[src/rtl/seg_scan_decoder_pkg.sv]
// Shared constants for the 7-segment scan decoder: segment patterns (abcdefg, a = bit 6),
// nibble codes for blank/undecodable slots, and the frame-assembly FSM encoding.
package seg_scan_decoder_pkg;

    localparam logic [6:0] SEG_0     = 7'h7E;
    localparam logic [6:0] SEG_1     = 7'h30;
    localparam logic [6:0] SEG_2     = 7'h6D;
    localparam logic [6:0] SEG_3     = 7'h79;
    localparam logic [6:0] SEG_4     = 7'h33;
    localparam logic [6:0] SEG_5     = 7'h5B;
    localparam logic [6:0] SEG_6     = 7'h5F;
    localparam logic [6:0] SEG_7     = 7'h70;
    localparam logic [6:0] SEG_8     = 7'h7F;
    localparam logic [6:0] SEG_9     = 7'h7B;
    localparam logic [6:0] SEG_BLANK = 7'h00;

    localparam logic [3:0] NIB_BLANK = 4'hF;
    localparam logic [3:0] NIB_BAD   = 4'hE;

    typedef enum logic [1:0] {
        ST_ALIGN    = 2'd0,
        ST_ASSEMBLE = 2'd1,
        ST_PUBLISH  = 2'd2
    } state_e;

endpackage

[src/rtl/seg_scan_decoder_if.sv]
// Display-bus and result signals of the scan decoder; the display side (or bench) is the
// master, the decoder is the slave.
interface seg_scan_decoder_if #(
    parameter int DIGITS = 4
);
    logic [DIGITS-1:0]   an;
    logic [6:0]          seg;
    logic [4*DIGITS-1:0] value;
    logic [DIGITS-1:0]   blank_mask;
    logic                frame_valid;
    logic                pattern_err;
    logic                strobe_err;

    modport master (
        output an, seg,
        input  value, blank_mask, frame_valid, pattern_err, strobe_err
    );

    modport slave (
        input  an, seg,
        output value, blank_mask, frame_valid, pattern_err, strobe_err
    );
endinterface

[src/rtl/seg7_pattern_decode.sv]
// Combinational inverse of the hex-to-7-segment encoder for digits 0..9 plus blank;
// anything else is flagged as undecodable.
module seg7_pattern_decode
    import seg_scan_decoder_pkg::*;
(
    input  logic [6:0] seg,
    output logic [3:0] nibble,
    output logic       blank,
    output logic       bad
);

    always_comb begin
        nibble = NIB_BAD;
        blank  = 1'b0;
        bad    = 1'b0;
        case (seg)
            SEG_0:     nibble = 4'd0;
            SEG_1:     nibble = 4'd1;
            SEG_2:     nibble = 4'd2;
            SEG_3:     nibble = 4'd3;
            SEG_4:     nibble = 4'd4;
            SEG_5:     nibble = 4'd5;
            SEG_6:     nibble = 4'd6;
            SEG_7:     nibble = 4'd7;
            SEG_8:     nibble = 4'd8;
            SEG_9:     nibble = 4'd9;
            SEG_BLANK: begin
                nibble = NIB_BLANK;
                blank  = 1'b1;
            end
            default:   bad = 1'b1;
        endcase
    end

endmodule

[src/rtl/seg_scan_decoder.sv]
// Recovers BCD digits from a time-multiplexed 7-segment bus: synchronise, qualify each
// stable slot, decode, assemble a full frame and publish it with a one-cycle valid pulse.
module seg_scan_decoder
    import seg_scan_decoder_pkg::*;
#(
    parameter int DIGITS        = 4,
    parameter int STABLE_CYCLES = 4
) (
    input  logic             clk,
    input  logic             rst_n,
    seg_scan_decoder_if.slave bus
);

    localparam int CNT_W = $clog2(STABLE_CYCLES + 1);
    localparam int IDX_W = (DIGITS > 1) ? $clog2(DIGITS) : 1;
    localparam logic [CNT_W-1:0]  CNT_MAX  = CNT_W'(STABLE_CYCLES);
    localparam logic [CNT_W-1:0]  CNT_CAP  = CNT_W'(STABLE_CYCLES - 1);
    localparam logic [DIGITS-1:0] ALL_SEEN = '1;

    function automatic logic is_one_hot(input logic [DIGITS-1:0] v);
        return (v != '0) && ((v & (v - DIGITS'(1))) == '0);
    endfunction

    function automatic logic [IDX_W-1:0] hot_index(input logic [DIGITS-1:0] v);
        logic [IDX_W-1:0] idx;
        idx = '0;
        for (int k = 0; k < DIGITS; k++) begin
            if (v[k]) idx = IDX_W'(k);
        end
        return idx;
    endfunction

    logic [DIGITS-1:0]   an_m_q, an_m_d, an_s_q, an_s_d, an_p_q, an_p_d;
    logic [6:0]          seg_m_q, seg_m_d, seg_s_q, seg_s_d, seg_p_q, seg_p_d;
    logic [CNT_W-1:0]    cnt_q, cnt_d;
    state_e              state_q, state_d;
    logic [DIGITS-1:0]   seen_q, seen_d;
    logic [4*DIGITS-1:0] shadow_nib_q, shadow_nib_d;
    logic [DIGITS-1:0]   shadow_blank_q, shadow_blank_d;
    logic                pend_vld_q, pend_vld_d;
    logic [IDX_W-1:0]    pend_idx_q, pend_idx_d;
    logic [3:0]          pend_nib_q, pend_nib_d;
    logic                pend_blank_q, pend_blank_d;
    logic [4*DIGITS-1:0] value_q, value_d;
    logic [DIGITS-1:0]   blank_mask_q, blank_mask_d;
    logic                frame_valid_q, frame_valid_d;
    logic                pattern_err_q, pattern_err_d;
    logic                strobe_err_q, strobe_err_d;

    logic             sample_same, capture, an_one_hot, cap_slot, cap_multi;
    logic [IDX_W-1:0] cur_idx;
    logic [3:0]       dec_nib;
    logic             dec_blank, dec_bad;
    logic             slot_vld;
    logic [IDX_W-1:0] slot_idx;
    logic [3:0]       slot_nib;
    logic             slot_blank;

    seg7_pattern_decode u_decode (
        .seg    (seg_s_q),
        .nibble (dec_nib),
        .blank  (dec_blank),
        .bad    (dec_bad)
    );

    // A capture fires once, on the cycle the stability count reaches its ceiling.
    assign sample_same = ({an_s_q, seg_s_q} == {an_p_q, seg_p_q});
    assign capture     = sample_same && (cnt_q == CNT_CAP);
    assign an_one_hot  = is_one_hot(an_s_q);
    assign cur_idx     = hot_index(an_s_q);
    assign cap_slot    = capture && an_one_hot;
    assign cap_multi   = capture && (an_s_q != '0) && !an_one_hot;

    always_comb begin
        an_m_d  = bus.an;
        an_s_d  = an_m_q;
        seg_m_d = bus.seg;
        seg_s_d = seg_m_q;
        an_p_d  = an_s_q;
        seg_p_d = seg_s_q;
        if (!sample_same)         cnt_d = '0;
        else if (cnt_q == CNT_MAX) cnt_d = cnt_q;
        else                      cnt_d = cnt_q + CNT_W'(1);
    end

    // A slot captured while publishing is parked one cycle and replayed in ASSEMBLE.
    always_comb begin
        pend_vld_d   = (state_q == ST_PUBLISH) && cap_slot;
        pend_idx_d   = cur_idx;
        pend_nib_d   = dec_nib;
        pend_blank_d = dec_blank;
        slot_vld     = (state_q != ST_PUBLISH) && !cap_multi && (pend_vld_q || cap_slot);
        slot_idx     = pend_vld_q ? pend_idx_q   : cur_idx;
        slot_nib     = pend_vld_q ? pend_nib_q   : dec_nib;
        slot_blank   = pend_vld_q ? pend_blank_q : dec_blank;
    end

    always_comb begin
        seen_d         = seen_q;
        shadow_nib_d   = shadow_nib_q;
        shadow_blank_d = shadow_blank_q;
        if (slot_vld && (state_q == ST_ASSEMBLE || slot_idx == '0)) begin
            shadow_nib_d[4*slot_idx +: 4] = slot_nib;
            shadow_blank_d[slot_idx]      = slot_blank;
            // A repeated digit means we joined mid-scan: restart the frame from it.
            if (state_q == ST_ALIGN || seen_q[slot_idx])
                seen_d = DIGITS'(1) << slot_idx;
            else
                seen_d = seen_q | (DIGITS'(1) << slot_idx);
        end
        if (state_q == ST_PUBLISH || cap_multi) seen_d = '0;
    end

    always_comb begin
        state_d = state_q;
        case (state_q)
            ST_ALIGN: begin
                if (slot_vld && slot_idx == '0)
                    state_d = (seen_d == ALL_SEEN) ? ST_PUBLISH : ST_ASSEMBLE;
            end
            ST_ASSEMBLE: begin
                if (cap_multi)
                    state_d = ST_ALIGN;
                else if (slot_vld && seen_d == ALL_SEEN)
                    state_d = ST_PUBLISH;
            end
            ST_PUBLISH: state_d = cap_multi ? ST_ALIGN : ST_ASSEMBLE;
            default:    state_d = ST_ALIGN;
        endcase
    end

    always_comb begin
        value_d       = value_q;
        blank_mask_d  = blank_mask_q;
        frame_valid_d = 1'b0;
        if (state_q == ST_PUBLISH) begin
            value_d       = shadow_nib_q;
            blank_mask_d  = shadow_blank_q;
            frame_valid_d = 1'b1;
        end
        pattern_err_d = cap_slot && dec_bad;
        strobe_err_d  = cap_multi;
    end

    always_ff @(posedge clk or negedge rst_n) begin
        if (!rst_n) begin
            an_m_q        <= '0;
            an_s_q        <= '0;
            an_p_q        <= '0;
            seg_m_q       <= '0;
            seg_s_q       <= '0;
            seg_p_q       <= '0;
            cnt_q         <= '0;
            state_q       <= ST_ALIGN;
            seen_q        <= '0;
            pend_vld_q    <= 1'b0;
            value_q       <= '0;
            blank_mask_q  <= '0;
            frame_valid_q <= 1'b0;
            pattern_err_q <= 1'b0;
            strobe_err_q  <= 1'b0;
        end else begin
            an_m_q        <= an_m_d;
            an_s_q        <= an_s_d;
            an_p_q        <= an_p_d;
            seg_m_q       <= seg_m_d;
            seg_s_q       <= seg_s_d;
            seg_p_q       <= seg_p_d;
            cnt_q         <= cnt_d;
            state_q       <= state_d;
            seen_q        <= seen_d;
            pend_vld_q    <= pend_vld_d;
            value_q       <= value_d;
            blank_mask_q  <= blank_mask_d;
            frame_valid_q <= frame_valid_d;
            pattern_err_q <= pattern_err_d;
            strobe_err_q  <= strobe_err_d;
        end
    end

    // Shadow and parked-slot data are only read once seen/pend_vld mark them written.
    always_ff @(posedge clk) begin
        shadow_nib_q   <= shadow_nib_d;
        shadow_blank_q <= shadow_blank_d;
        pend_idx_q     <= pend_idx_d;
        pend_nib_q     <= pend_nib_d;
        pend_blank_q   <= pend_blank_d;
    end

    assign bus.value       = value_q;
    assign bus.blank_mask  = blank_mask_q;
    assign bus.frame_valid = frame_valid_q;
    assign bus.pattern_err = pattern_err_q;
    assign bus.strobe_err  = strobe_err_q;

endmodule

[src/flat_wrapper.sv]
// flat-port wrapper written by rule: the top's interface ports become plain ports
module seg_scan_decoder_flat import seg_scan_decoder_pkg::*;
#(
    parameter int DIGITS        = 4,
    parameter int STABLE_CYCLES = 4
)
  (clk, rst_n, bus_an, bus_seg, bus_value, bus_blank_mask, bus_frame_valid, bus_pattern_err, bus_strobe_err);
  seg_scan_decoder_if #(.DIGITS(DIGITS)) bus_i ();
  input  logic clk;
  input  logic rst_n;
  input wire logic [$bits(bus_i.an)-1:0] bus_an;
  input wire logic [$bits(bus_i.seg)-1:0] bus_seg;
  output wire logic [$bits(bus_i.value)-1:0] bus_value;
  output wire logic [$bits(bus_i.blank_mask)-1:0] bus_blank_mask;
  output wire logic [$bits(bus_i.frame_valid)-1:0] bus_frame_valid;
  output wire logic [$bits(bus_i.pattern_err)-1:0] bus_pattern_err;
  output wire logic [$bits(bus_i.strobe_err)-1:0] bus_strobe_err;
  assign bus_i.an = bus_an;
  assign bus_i.seg = bus_seg;
  assign bus_value = bus_i.value;
  assign bus_blank_mask = bus_i.blank_mask;
  assign bus_frame_valid = bus_i.frame_valid;
  assign bus_pattern_err = bus_i.pattern_err;
  assign bus_strobe_err = bus_i.strobe_err;
  seg_scan_decoder #(.DIGITS(DIGITS), .STABLE_CYCLES(STABLE_CYCLES)) u_core (.clk(clk), .rst_n(rst_n), .bus(bus_i));
endmodule
[config.mk]
export PLATFORM = sky130hd
export DESIGN_NAME = seg_scan_decoder_flat
export DESIGN_NICKNAME = d
export VERILOG_FILES = /design/src/rtl/seg_scan_decoder_pkg.sv /design/src/rtl/seg_scan_decoder_if.sv /design/src/rtl/seg7_pattern_decode.sv /design/src/rtl/seg_scan_decoder.sv /design/src/flat_wrapper.sv
export SDC_FILE = /design/constraint.sdc
export NUM_CORES = 1
export LEC_CHECK = 0
export CORE_MARGIN = 4
export CORE_UTILIZATION = 42
export CTS_CLUSTER_SIZE = 28
export DETAILED_ROUTE_END_ITERATION = 12
export GPL_ROUTABILITY_DRIVEN = 0
export GPL_TIMING_DRIVEN = 0
export PLACE_DENSITY_LB_ADDON = 0.1
export SLEW_MARGIN = 20
export SYNTH_ARGS = -nofsm -noshare
export SYNTH_HDL_FRONTEND = slang
export SYNTH_SLANG_ARGS = --single-unit
[constraint.sdc]
create_clock -name clk -period 3.5 [get_ports clk]
set_clock_uncertainty 0.15 [all_clocks]
set_input_delay 0.35 -clock clk [delete_from_list [all_inputs] [get_ports clk]]
set_output_delay 0.35 -clock clk [all_outputs]
set_load 0.02 [all_outputs]
# Word-level counts from Yosys, hierarchy flattened

Index checks and enable logic that the tools add are counted.

Flip-flop bits (word level): 93
Input bits: 13
Output and inout port bits: 23
Logic and storage cells: 103

Add/subtract/negate cells: 3
Order comparisons: 2
Eq/ne operators: 20
Shift operators: 3
Multiplexer cells: 27
Bitwise logic cells: 2
Reductions and logical operators: 26

Operators with widths:

| cell                                                                    | count |
|---|---|
| 7-bit equality test, second input constant                              | 8 |
| 4-bit case mux with 11 select lines                                     | 1 |
| 4-bit negator with 34-bit output                                        | 1 |
| 4-bit by 34-bit variable shift with 16-bit output, first input constant | 1 |
| 4-bit by 34-bit indexed part select with 16-bit output                  | 1 |
| 16-bit bitwise mux                                                      | 1 |
| 4-bit two-way mux                                                       | 4 |
| 7-bit by 6-bit equality test with 1-bit output, second input constant   | 2 |
| 2-bit two-way mux                                                       | 7 |
| 1-bit logical AND                                                       | 13 |
| 11-bit equality test                                                    | 1 |
| 11-bit OR reduction                                                     | 1 |
| 1-bit two-way mux                                                       | 8 |
| 7-bit zero test                                                         | 1 |
| 3-bit two-way mux                                                       | 2 |
| 2-bit inequality test, second input constant                            | 3 |
| 2-bit case mux with 3 select lines                                      | 1 |
| 4-bit AND                                                               | 1 |
| 4-bit bitwise mux                                                       | 1 |
| 4-bit equality test, second input constant                              | 1 |
| 2-bit zero test                                                         | 2 |
| 4-bit zero test                                                         | 1 |
| 1-bit logical OR                                                        | 4 |
| 4-bit OR                                                                | 1 |
| other kinds (15)                                                        | 16 |

# Depth between registers and ports, before layout

Depth after elaboration: 17
Mapped depth: 12
Gate-level depth less buffers: 11

# Modules after synthesis

A second synthesis with hierarchy kept.

Cells, all modules: 282
Area, all modules: 3839.9 sq um

By module, submodules not included:

| module              | instances | cells each | area each (sq um) | sequential area each (sq um) |
|---|---|---|---|---|
| seg_scan_decoder    | 1         | 250        | 3599.7            | 2392.3 |
| seg7_pattern_decode | 1         | 32         | 240.2             | 0.0 |

# Worst setup path before layout

OpenSTA, ideal clock, no wires.

Path type: reg-to-reg
From: register u_core.an_s_q[2] (netlist: u_core.an_p_d[2])
To: register u_core.shadow_blank_q[1] (enable)
Library setup time: 314 ps
Arrival: 2082 ps
Required time: 3036 ps
Path slack: 954 ps
Cell stages (with the launch flop): 12
Path buffers: 2
Period minus slack after synthesis: 2546 ps
Cells stage by stage: dfrtp_1 > buf_2 > nor3_1 > nor2_1 > inv_1 > ha_1 > clkbuf_1 > nand2_1 > o21ai_0 > nor2b_1 > nor2b_1 > and2_1

Cells in the longest elaborated chain, start to end: 10
Elaborated cells on any way between the ends: 21
Those cells by class: 1 x add/sub; 1 x eq/ne; 3 x mux; 1 x bitwise; 15 x reduce/logical

Ends and longest elaborated chain:

| item                                        | RTL line                | text |
|---|---|---|
| start, declared                             | seg_scan_decoder.sv:33  | `logic [DIGITS-1:0] an_m_q, an_m_d, an_s_q, an_s_d, an_p_q, an_p_d;` |
| start signal, assigned                      | seg_scan_decoder.sv:164 | `an_s_q <= an_s_d;` |
| 4-bit by 1-bit subtractor with 4-bit output | seg_scan_decoder.sv:21  | `return (v != '0) && ((v & (v - DIGITS'(1))) == '0);` |
| 4-bit AND                                   | seg_scan_decoder.sv:21  |  |
| 4-bit zero test                             | seg_scan_decoder.sv:21  |  |
| 1-bit logical AND                           | seg_scan_decoder.sv:21  |  |
| 1-bit zero test                             | seg_scan_decoder.sv:72  | `assign cap_multi = capture && (an_s_q != '0) && !an_one_hot;` |
| 1-bit logical AND                           | seg_scan_decoder.sv:72  |  |
| 1-bit zero test                             | seg_scan_decoder.sv:92  | `slot_vld = (state_q != ST_PUBLISH) && !cap_multi && (pend_vld_q \|\| cap_slot);` |
| 1-bit logical AND (2 in series)             | seg_scan_decoder.sv:92  |  |
| 1-bit logical AND (*)                       | seg_scan_decoder.sv:102 | `if (slot_vld && (state_q == ST_ASSEMBLE \|\| slot_idx == '0)) begin` |
| end signal, assigned                        | seg_scan_decoder.sv:184 | `shadow_blank_q <= shadow_blank_d;` |
| end, declared                               | seg_scan_decoder.sv:39  | `logic [DIGITS-1:0] shadow_blank_q, shadow_blank_d;` |

Mark *: on every way between the ends. The rest lies on a longest branch, timed or not.
A chain may end at the register's enable or synchronous reset.

# Final worst setup path

From: register u_core.an_s_q[2] (netlist: u_core.an_p_d[2])
To: register u_core.shadow_nib_q[8] (enable)

Cells in the longest elaborated chain, start to end: 10
Elaborated cells on any way between the ends: 21
Those cells by class: 1 x add/sub; 1 x eq/ne; 3 x mux; 1 x bitwise; 15 x reduce/logical

Ends and longest elaborated chain:

| item                                        | RTL line                | text |
|---|---|---|
| 4-bit by 1-bit subtractor with 4-bit output | seg_scan_decoder.sv:21  |  |
| 4-bit AND                                   | seg_scan_decoder.sv:21  |  |
| 4-bit zero test                             | seg_scan_decoder.sv:21  |  |
| 1-bit logical AND                           | seg_scan_decoder.sv:21  |  |
| 1-bit zero test                             | seg_scan_decoder.sv:72  |  |
| 1-bit logical AND                           | seg_scan_decoder.sv:72  |  |
| 1-bit zero test                             | seg_scan_decoder.sv:92  |  |
| 1-bit logical AND (2 in series)             | seg_scan_decoder.sv:92  |  |
| 1-bit logical AND (*)                       | seg_scan_decoder.sv:102 |  |
| end signal, assigned                        | seg_scan_decoder.sv:183 | `shadow_nib_q <= shadow_nib_d;` |
| end, declared                               | seg_scan_decoder.sv:38  | `logic [4*DIGITS-1:0] shadow_nib_q, shadow_nib_d;` |

Marked as above.

==> key figures <==
Setup path
  – CP Launch Type: flip-flop
  – Crit path kind: flip-flop to flip-flop
  – WP data required: 3.35 ns
  – Crit-path max FO: 10
  – Worst path cell trace: buf_2 > nor3_1 > nor2_1 > inv_1 > ha_1 > clkbuf_1 > nand2_1 > o21ai_0 > nor2b_1 > nand2_1 > nor2_1
  – CP peak stage delay: 0.39 ns
  – CP Data Arrival Time: 2.90 ns
  – Crit path capture type: flip-flop
  – Critical path buffers and inverters: 3
  – Worst path slowest cell: dfrtp_1
  – Crit path max-delay family: simple AND/OR/NAND/NOR gates

Logic synthesis
  – FF+latch count, synth: 93
  – Post-synth EDFFs: 20
  – Yosys warning total: 0
  – Mapped Avg Cell Area: 12.8 sq um
  – Most used DFF post-synth: dfrtp_1
  – Syn_nets: 316
  – Seq/Total Area, Yosys: 0.632
  – Synth Instances: 296
  – Synth async-reset ratio: 0.710
  – Post-Synthesis Cell Area: 3780 sq um
  – Yosys cell types: 52

STA
  – Final Hold Fails: 0
  – Tcrit/Tclk final: 0.872
  – Least-Margin Pin Slew: 0.574 ns
  – Setup-failing EPs final: 0
  – Setup_tns: 0 ns
  – Achievable Freq: 328 MHz
  – Final Max Tran Viols: 0
  – Slew margin rel.: 0.617
  – RSZ-0062 raised after global routing: false
  – Min Tclk post-route: 3.05 ns

Status
  – Outcome: complete, no violations

Floorplanning
  – Die Area: 10600 sq um
  – DIE WIDTH: 103 microns
  – Rows: 34
  – Starting Density: 0.432
  – Core ar.: 8760 sq um
  – # IOs: 36
  – Vert. Die Dim: 103 microns

CTS
  – CTS clk-pin slew, worst paths: 0.09 ns
  – H-tree depth: 3
  – Clock buffer depth: 2
  – Postcts setup bufs: 0
  – Clk_lat worst skew: 0.35 ns
  – TritonCTS clock tree: built
  – CTS sink count: 93
  – Total CTS buffers: 9
  – Clock Tree Root: clkbuf_8

Global route
  – Global-route wire length before repair: 10.9 mm
  – Largest net degree at the start of global routing: 36
  – Met1 usage: 0.180
  – GRT Max-Usage Layer: met2
  – Initial antenna violation count: 0
  – Vias in the first global route: 2173
  – GR Overflow Total: 0
  – Met3 usage: 0.0318
  – Met2 GRT Util: 0.204
  – Gr usage total: 0.134

Power and ir drop
  – Leak Pwr: 1.93 nW
  – Maximum vdd ir drop: 0.237 mV
  – PD cells: 441 nW/um^2

Layout
  – Number of diodes: 0
  – Final Cell Area: 4490 sq um
  – Final Core Density: 0.512
  – Nets@finish: 364
  – Area Overhead vs Synth: 18.7%
  – Fraction of layout cells with a size suffix above 1: 0.163

Drt
  – Via count: 2276
  – Routed WL per cell: 14.0 microns
  – DRT antenna net count: 0
  – Drt via density: 4.98
  – First DRT Iteration DRCs: 120
  – Drt pass-1 iters: 4
  – DRC: 0
  – Final wirelength: 6.39 mm

Run
  – Max cap viols: 0

Place
  – Placed cell areas: 4290 sq um
  – Port Buffer Count: 35
  – Post-detail-place hpwl: 4.59 mm

Min path
  – Hold crit path type: flip-flop to flip-flop
## metal layers
metal / vias to the layer above / share of wire
li1: 1124 / -
met4: 0 / 0.020
met3: 11 / 0.041
met5: - / 0
met2: 47 / 0.46
met1: 1094 / 0.48
## cells in the mapped netlist, drive strengths merged (2+ instances only)
library cell	number	share of area
o21ai	10	0.013
nor4b	2	0.0046
xnor2	6	0.014
and2	5	0.0083
edfxtp	20	0.16
a21oi	14	0.020
buf	7	0.014
mux2i	4	0.014
nor4	4	0.015
o211a	2	0.0053
nand2b	4	0.0066
mux2	21	0.063
nor3	4	0.0053
or2	5	0.0083
and4	3	0.0069
ha	7	0.023
o211ai	2	0.0040
and3	3	0.0050
nor2	31	0.032
or3	4	0.0066
dfxtp	7	0.037
inv	11	0.011
dfrtp	66	0.44
nand2	12	0.012
nand3	11	0.016
xor2	9	0.021
clkbuf	4	0.0043
nor2b	4	0.0066
## report_power, final
group | switching [mW] | internal [mW]
Sequential | 0.0171 | 1.13
Combinational | 0.0760 | 0.0568
Clock | 0.376 | 0.324
Total | 0.469 | 1.51
## metrics by stage
| step | instances | worst slack, ns | power, mW | hold WS [ns] |
|---|---|---|---|---|
| 2_1_floorplan | 296 | 0.954 | 1.25 | -0.0956 |
| 4_1_cts | 457 | 0.395 | 2.01 | 0.206 |
| 5_1_grt | 457 | 0.162 | 2.07 | 0.214 |
| 6_report | 457 | 0.447 | 1.98 | 0.204 |
| 3_5_place_dp | 440 | 0.413 | 1.30 | 0.172 |
| 3_3_place_gp | 439 | -0.323 | 1.30 | 0.184 |
## flip-flops by register name (all words and copies together) (netlist names), 7 cells and up
signal and cells:
u_core.seg_m_q 7, u_core.shadow_nib_q 16, u_core.seg_p_d 7, u_core.bus.value 16, u_core.seg_p_q 7
## cell type report
type,count,area [sq um]
fillers,787,4270
flip-flops and latches,93,2390
multi-input cells,180,1280
repair buffers,37,378
clock buffers,12,166
well taps,108,135
plain buffers,11,68.8
inverters,12,45.0
clock inverters,4,27.5
## cells in the final DEF, fill, tap and decap left out, types with 3 or more instances in the layout
| master | count |
|---|---|
| dfrtp_1 | 66 |
| clkdlybuf4s50_1 | 34 |
| nor2_1 | 29 |
| mux2_2 | 21 |
| edfxtp_1 | 20 |
| a21oi_1 | 13 |
| nand2_1 | 12 |
| inv_1 | 11 |
| nand3_1 | 10 |
| clkbuf_8 | 10 |
| xor2_1 | 9 |
| o21ai_0 | 9 |
| ha_1 | 7 |
| dfxtp_1 | 7 |
| xnor2_1 | 6 |
| and2_1 | 5 |
| or2_2 | 4 |
| or3_1 | 4 |
| nor3_1 | 4 |
| clkbuf_1 | 4 |
| nor2b_1 | 4 |
| nand2b_1 | 4 |
| mux2i_1 | 3 |
| and3_1 | 3 |
| buf_2 | 3 |
| buf_4 | 3 |
| and4_1 | 3 |
## worst register-to-register path, delay by kind of cell (launching register included)
| kind | cells | cell delay, ns |
|---|---|---|
| compound gates | 1 | 0.15 |
| fa+ha+maj | 1 | 0.16 |
| buf+inv | 3 | 0.60 |
| flops | 1 | 0.39 |
| simple gates | 6 | 1.26 |
## kinds of logic (layout without fill, tap and decap cells)
group	count (synthesis)	in the layout	synth area share
AND/OR/NAND/NOR	95	95	0.140
flip-flops	93	93	0.632
AO/OA/AOI/OAI	37	37	0.0612
multiplexers	25	25	0.0764
buffers and inverters	23	76	0.0301
XOR/XNOR	15	15	0.0347
adder cells (fa/ha/maj)	8	8	0.0258
## repair_timing
item / 4_1_cts / 5_1_grt
hold endpoints to repair: 34 / 0
gates resized for setup: 0 / 0
hold buffers: 1 / 0
## final timing paths
check | slack, ns | end | cells past startpoint | from
min reg2reg | 0.20 | u_core.seg_p_d[5] | 0 | u_core.seg_m_q[5]
max in group asynchronous | 2.34 | u_core.an_p_q[1] | 3 | rst_n
min | 0.20 | u_core.seg_p_d[5] | 0 | u_core.seg_m_q[5]
min in group asynchronous | 0.33 | u_core.bus.value[9] | 2 | rst_n
max reg2reg | 0.45 | u_core.shadow_nib_q[8] | 11 | u_core.an_p_d[2]
max | 0.45 | u_core.shadow_nib_q[8] | 11 | u_core.an_p_d[2]
Note: power is estimated with default switching activity, not from simulation.
